### src/rtl/serial_cmp_pkg.sv
// Shared types and constants for the serial wide-word magnitude comparator.
// The one-hot result encoding is {lt, eq, gt}.
package serial_cmp_pkg;

  localparam int SLICE_W = 4;

  typedef enum logic [1:0] {
    S_IDLE,
    S_RUN,
    S_DONE
  } cmp_state_t;

  typedef struct packed {
    logic lt;
    logic eq;
    logic gt;
  } cmp_res_t;

  localparam cmp_res_t CMP_EQ = '{lt: 1'b0, eq: 1'b1, gt: 1'b0};
  localparam cmp_res_t CMP_LT = '{lt: 1'b1, eq: 1'b0, gt: 1'b0};
  localparam cmp_res_t CMP_GT = '{lt: 1'b0, eq: 1'b0, gt: 1'b1};

  // Map any cascade-in pattern to one-hot. Priority is eq > gt > lt; all-zero becomes eq.
  function automatic cmp_res_t normalize_seed(input cmp_res_t seed);
    cmp_res_t r;
    if (seed.eq || (seed == 3'b000)) r = CMP_EQ;
    else if (seed.gt)                r = CMP_GT;
    else                             r = CMP_LT;
    return r;
  endfunction

endpackage

### src/rtl/serial_mag_cmp_if.sv
// Operand and result handshake bundle for serial_mag_cmp.
// Cascade-in wires exist only when SERIAL_CMP_CASCADE_EN is defined.
interface serial_mag_cmp_if #(
  parameter int WIDTH = 16
);

  logic             in_valid;
  logic             in_ready;
  logic [WIDTH-1:0] a;
  logic [WIDTH-1:0] b;
`ifdef SERIAL_CMP_CASCADE_EN
  logic             cas_lt;
  logic             cas_eq;
  logic             cas_gt;
`endif
  logic             out_valid;
  logic             out_ready;
  logic             lt;
  logic             eq;
  logic             gt;

  // Producer/consumer side of the comparator.
  modport master (
    output in_valid, a, b,
`ifdef SERIAL_CMP_CASCADE_EN
    output cas_lt, cas_eq, cas_gt,
`endif
    output out_ready,
    input  in_ready, out_valid, lt, eq, gt
  );

  // Comparator side.
  modport slave (
    input  in_valid, a, b,
`ifdef SERIAL_CMP_CASCADE_EN
    input  cas_lt, cas_eq, cas_gt,
`endif
    input  out_ready,
    output in_ready, out_valid, lt, eq, gt
  );

endinterface

### src/rtl/cmp4_slice.sv
// Combinational 4-bit magnitude compare with cascade-in: a differing nibble decides,
// otherwise the lower-significance verdict passes through unchanged.
module cmp4_slice
  import serial_cmp_pkg::*;
(
  input  logic [SLICE_W-1:0] a,
  input  logic [SLICE_W-1:0] b,
  input  cmp_res_t           cas,
  output cmp_res_t           res
);

  always_comb begin
    res = cas;
    if (a > b)      res = CMP_GT;
    else if (a < b) res = CMP_LT;
  end

endmodule

### src/rtl/serial_mag_cmp.sv
// Sequential WIDTH-bit magnitude comparator: one 4-bit slice per cycle, LSB first.
// Optional cascade-in seeding is enabled by defining SERIAL_CMP_CASCADE_EN.
module serial_mag_cmp
  import serial_cmp_pkg::*;
#(
  parameter int WIDTH = 16
) (
  input logic            clk,
  input logic            rst,
  serial_mag_cmp_if.slave bus
);

  localparam int NSLICES = WIDTH / SLICE_W;
  localparam int IDXW    = (NSLICES > 1) ? $clog2(NSLICES) : 1;
  localparam logic [IDXW-1:0] LAST_IDX = IDXW'(NSLICES - 1);

  cmp_state_t       state;
  logic [IDXW-1:0]  idx;
  cmp_res_t         acc;
  cmp_res_t         res;
  logic             out_valid;
  logic [WIDTH-1:0] a_q;
  logic [WIDTH-1:0] b_q;

  logic [SLICE_W-1:0] a_nib;
  logic [SLICE_W-1:0] b_nib;
  cmp_res_t           slice_res;
  cmp_res_t           seed;

  assign a_nib = a_q[SLICE_W*idx +: SLICE_W];
  assign b_nib = b_q[SLICE_W*idx +: SLICE_W];

`ifdef SERIAL_CMP_CASCADE_EN
  assign seed = normalize_seed('{lt: bus.cas_lt, eq: bus.cas_eq, gt: bus.cas_gt});
`else
  assign seed = CMP_EQ;
`endif

  cmp4_slice u_slice (
    .a   (a_nib),
    .b   (b_nib),
    .cas (acc),
    .res (slice_res)
  );

  assign bus.in_ready  = (state == S_IDLE) & ~rst;
  assign bus.out_valid = out_valid;
  assign bus.lt        = res.lt;
  assign bus.eq        = res.eq;
  assign bus.gt        = res.gt;

  // Control FSM; the result is registered on the final slice and held through DONE.
  always_ff @(posedge clk) begin
    if (rst) begin
      state     <= S_IDLE;
      idx       <= '0;
      acc       <= '0;
      res       <= '0;
      out_valid <= 1'b0;
      a_q       <= '0;
      b_q       <= '0;
    end else begin
      case (state)
        S_IDLE: begin
          if (bus.in_valid) begin
            a_q   <= bus.a;
            b_q   <= bus.b;
            idx   <= '0;
            acc   <= seed;
            state <= S_RUN;
          end
        end
        S_RUN: begin
          acc <= slice_res;
          if (idx == LAST_IDX) begin
            res       <= slice_res;
            out_valid <= 1'b1;
            state     <= S_DONE;
          end else begin
            idx <= idx + 1'b1;
          end
        end
        S_DONE: begin
          if (bus.out_ready) begin
            out_valid <= 1'b0;
            state     <= S_IDLE;
          end
        end
        default: begin
          out_valid <= 1'b0;
          state     <= S_IDLE;
        end
      endcase
    end
  end

endmodule

### src/flat_wrapper.sv
// flat-port wrapper written by rule: the top's interface ports become plain ports
module serial_mag_cmp_flat import serial_cmp_pkg::*;
#(
  parameter int WIDTH = 16
)
  (clk, rst, bus_in_valid, bus_a, bus_b, bus_out_ready, bus_in_ready, bus_out_valid, bus_lt, bus_eq, bus_gt);
  serial_mag_cmp_if #(.WIDTH(WIDTH)) bus_i ();
  input logic clk;
  input logic rst;
  input wire logic [$bits(bus_i.in_valid)-1:0] bus_in_valid;
  input wire logic [$bits(bus_i.a)-1:0] bus_a;
  input wire logic [$bits(bus_i.b)-1:0] bus_b;
  input wire logic [$bits(bus_i.out_ready)-1:0] bus_out_ready;
  output wire logic [$bits(bus_i.in_ready)-1:0] bus_in_ready;
  output wire logic [$bits(bus_i.out_valid)-1:0] bus_out_valid;
  output wire logic [$bits(bus_i.lt)-1:0] bus_lt;
  output wire logic [$bits(bus_i.eq)-1:0] bus_eq;
  output wire logic [$bits(bus_i.gt)-1:0] bus_gt;
  assign bus_i.in_valid = bus_in_valid;
  assign bus_i.a = bus_a;
  assign bus_i.b = bus_b;
  assign bus_i.out_ready = bus_out_ready;
  assign bus_in_ready = bus_i.in_ready;
  assign bus_out_valid = bus_i.out_valid;
  assign bus_lt = bus_i.lt;
  assign bus_eq = bus_i.eq;
  assign bus_gt = bus_i.gt;
  serial_mag_cmp #(.WIDTH(WIDTH)) u_core (.clk(clk), .rst(rst), .bus(bus_i));
endmodule
### config.mk
export PLATFORM = sky130hd
export DESIGN_NAME = serial_mag_cmp_flat
export DESIGN_NICKNAME = d
export VERILOG_FILES = /design/src/rtl/serial_cmp_pkg.sv /design/src/rtl/serial_mag_cmp_if.sv /design/src/rtl/cmp4_slice.sv /design/src/rtl/serial_mag_cmp.sv /design/src/flat_wrapper.sv
export SDC_FILE = /design/constraint.sdc
export NUM_CORES = 1
export LEC_CHECK = 0
export CAP_MARGIN = 25
export CORE_AREA = 2 2 62 64
export DETAILED_ROUTE_END_ITERATION = 7
export DIE_AREA = 0 0 64 66
export DONT_BUFFER_PORTS = 1
export PLACE_DENSITY = 0.69
export SLEW_MARGIN = 10
export SYNTH_ARGS = -nofsm -noshare
export SYNTH_HDL_FRONTEND = slang
export SYNTH_SLANG_ARGS = --single-unit
export TNS_END_PERCENT = 20
### constraint.sdc
create_clock -name clk -period 5.6 [get_ports clk]
set_clock_uncertainty 0.15 [all_clocks]
set_input_delay 0.84 -clock clk [delete_from_list [all_inputs] [get_ports clk]]
set_output_delay 0.84 -clock clk [all_outputs]
set_load 0.05 [all_outputs]
==> out/qor.yml <==
floorplan:
  ios: 41
  die_h_um: 66
  die_area_sq_um: 4220
  initial_utilization: 0.539
  fp-row-count: 22
  coreArea_sq_um: 3550
  dieWidth_um: 64
placed_design:
  dp.cells: 252
  dpl-instance-area_sq_um: 1880
  place_worst_setup_slack_ps: 3110
  detailed_place_hpwl_mm: 2.63
  io_buffers: 0
  globalplace.congestion: 0.772
detailed_routing:
  drt-vias-per-instance: 5.44
  drt_first_pass_iters: 4
  wire_per_inst_um: 13.9
  vias: 1425
  drt_iter0_markers: 70
  routed_wl_mm: 3.64
  drtAntennaViolNets: 0
  drc: 0
run:
  cap_violations: 0
timing:
  finalSetupViolCount: 0
  tns_ps: 0
  finalHoldViolCount: 0
  rsz0062_at_grt: "no"
  max_freq_mhz: 396
  relSlewSlack: 0.449
  worst_slack_ps: 3080
  min_period_over_period: 0.450
  slew_viol_final: 0
  tightest_slew_ps: 822
  whs_ps: 302
  post-route-min-period_ps: 2520
clocking:
  clockBufferDepth: 2
  clkLatencyLatePin_ps: 350
  numCtsBuffers: 5
  post_cts_buffers: 0
  ctsHoldBuffers: 0
  clk_pin_slew_ps: 130
  root_buffer: "clkbuf_4"
  cts_tree: "done"
  cts.sinks: 43
  h-tree-depth: 2
  cts_resized: 0
layout:
  num_antenna_cells: 0
  fin_nets: 254
  instances_no_fill: 262
  layout-drive-gt1-share: 0.0981
  fin_util: 0.560
  multi_input_area_sq_um: 930
  area_growth_pct: 3.92
  seq_area_sq_um: 861
  finalInstanceArea_sq_um: 1990
  final.fill_count: 337
critical_path:
  arrival_ps: 2620
  crit_type: "reg2reg"
  cpPeakStageDelay_ps: 620
  critPathMaxFanout: 10
  endpoint_kind: "flip-flop"
  reg2regPathDepth: 5
  crit_path_cell_trace: "mux4_2, ha_1, nand4_1, a21o_1, o41ai_1"
  critPathLaunchType: "flip-flop"
  slowest_stage: "dfxtp_1"
  cp.required_ps: 5700
power_and_ir_drop:
  irDropWorstVdd_mv: 0.167
  p_per_area_nw_per_um2: 292
  power.leakage_nw: 0.720
  finalPower_uw: 580
run_status:
  status: "completed"
synth:
  syn_nets: 260
  synthCells: 219
  muxShareOfSynthArea: 0.0942
  ys_types: 30
  synth-seq-area-share: 0.450
  ys_seq_elements: 43
  synth_compound_area_frac: 0.162
  ys_async_sr_fraction: 0
  synthFlopType: "dfxtp_1"
  synth_top_area_share: 0.450
  synth-edff-count: 0
  synthTopCellsByCount: "nand2_1, dfxtp_1, a21oi_1"
  synth_area_leaders: "dfxtp_1, nand2_1, a21oi_1"
  syn-cell-area_sq_um: 1910
  synth_top_family_by_area: "simple AND/OR/NAND/NOR gates"
  yosys_warnings: 0
  synth_xor_area_frac: 0
  synth_top_cell_by_area: "dfxtp_1"
  synth_most_common_cell: "nand2_1"
  synthAdderAreaFrac: 0.0327
  synth-simple-area-share: 0.195
  syn_area_per_cell_sq_um: 8.74
worst_hold_path:
  holdPathStages: 2
  hold_path_class: "reg2reg"
grt:
  grt_pass1_wl_mm: 6.15
  antenna_found_initial: 0
  grt_usage: 0.193
  grt_overflow_total: 0
  grt_pass1_vias: 1368
  grt_max_degree: 48
[final cells by class]
type                            instances  share of cell area
Timing Repair Buffer                    2              0.0214
Tap cell                               48              0.0302
Multi-Input combinational cell        154               0.468
Clock buffer                            8              0.0346
Sequential cell                        43               0.433
Inverter                                7              0.0132
[metal layers]
metal / track usage / routed length, um
met1: 0.224 / 1520
met2: 0.332 / 1880
met3: 0.0545 / 189
met4: 0.0815 / 51
met5: 0 / 0
[layout by cell type, fill, tap and decap left out, types with 2 or more instances in the layout]
cell type,instances
nand2_1,68
o31a_1,2
inv_1,7
a21oi_1,39
nor2_1,9
mux4_2,8
dfxtp_1,43
ha_1,5
clkbuf_8,2
o21ai_0,3
nand3b_1,2
clkbuf_4,5
o41ai_1,2
[power breakdown]
part	internal [mW]	switching (mW)
sequential	0.323	0.0132
combinational	0.0348	0.0421
clock	0.0739	0.0927
total	0.432	0.148
[path summary, 6_finish.rpt]
path                       from       endpoint  slack [ps]
setup reg to reg  u_core.idx[1]  u_core.bus.eq        3080
setup / recovery  u_core.idx[1]  u_core.bus.eq        3080
hold reg to reg   u_core.a_q[0]  u_core.a_q[0]         300
hold / removal    u_core.a_q[0]  u_core.a_q[0]         300
[worst max-delay path: cells and delay by family (launching register included)]
kind | cells | cell delay [ps]
AO/OA/AOI/OAI | 2 | 540
adder cells (fa/ha/maj) | 1 | 340
multiplexers | 1 | 560
AND/OR/NAND/NOR | 1 | 200
flip-flops | 1 | 620
[logic make-up (layout without fill, tap and decap cells)]
family,count (synthesis),after routing
adder cells (fa/ha/maj),5,5
flip-flops,43,43
multiplexers,8,8
AO/OA/AOI/OAI,53,53
AND/OR/NAND/NOR,88,88
buffers and inverters,22,17
[flip-flops by register name, summed over array words and instances (netlist names)]
signal and flops:
u_core.acc 3, u_core.a_q 16, u_core.bus.lt 1, u_core.bus.eq 1
u_core.idx 2, u_core.bus.out_valid 1, u_core.state 2, u_core.b_q 16
u_core.bus.gt 1
(Power assumes the default switching activity.)
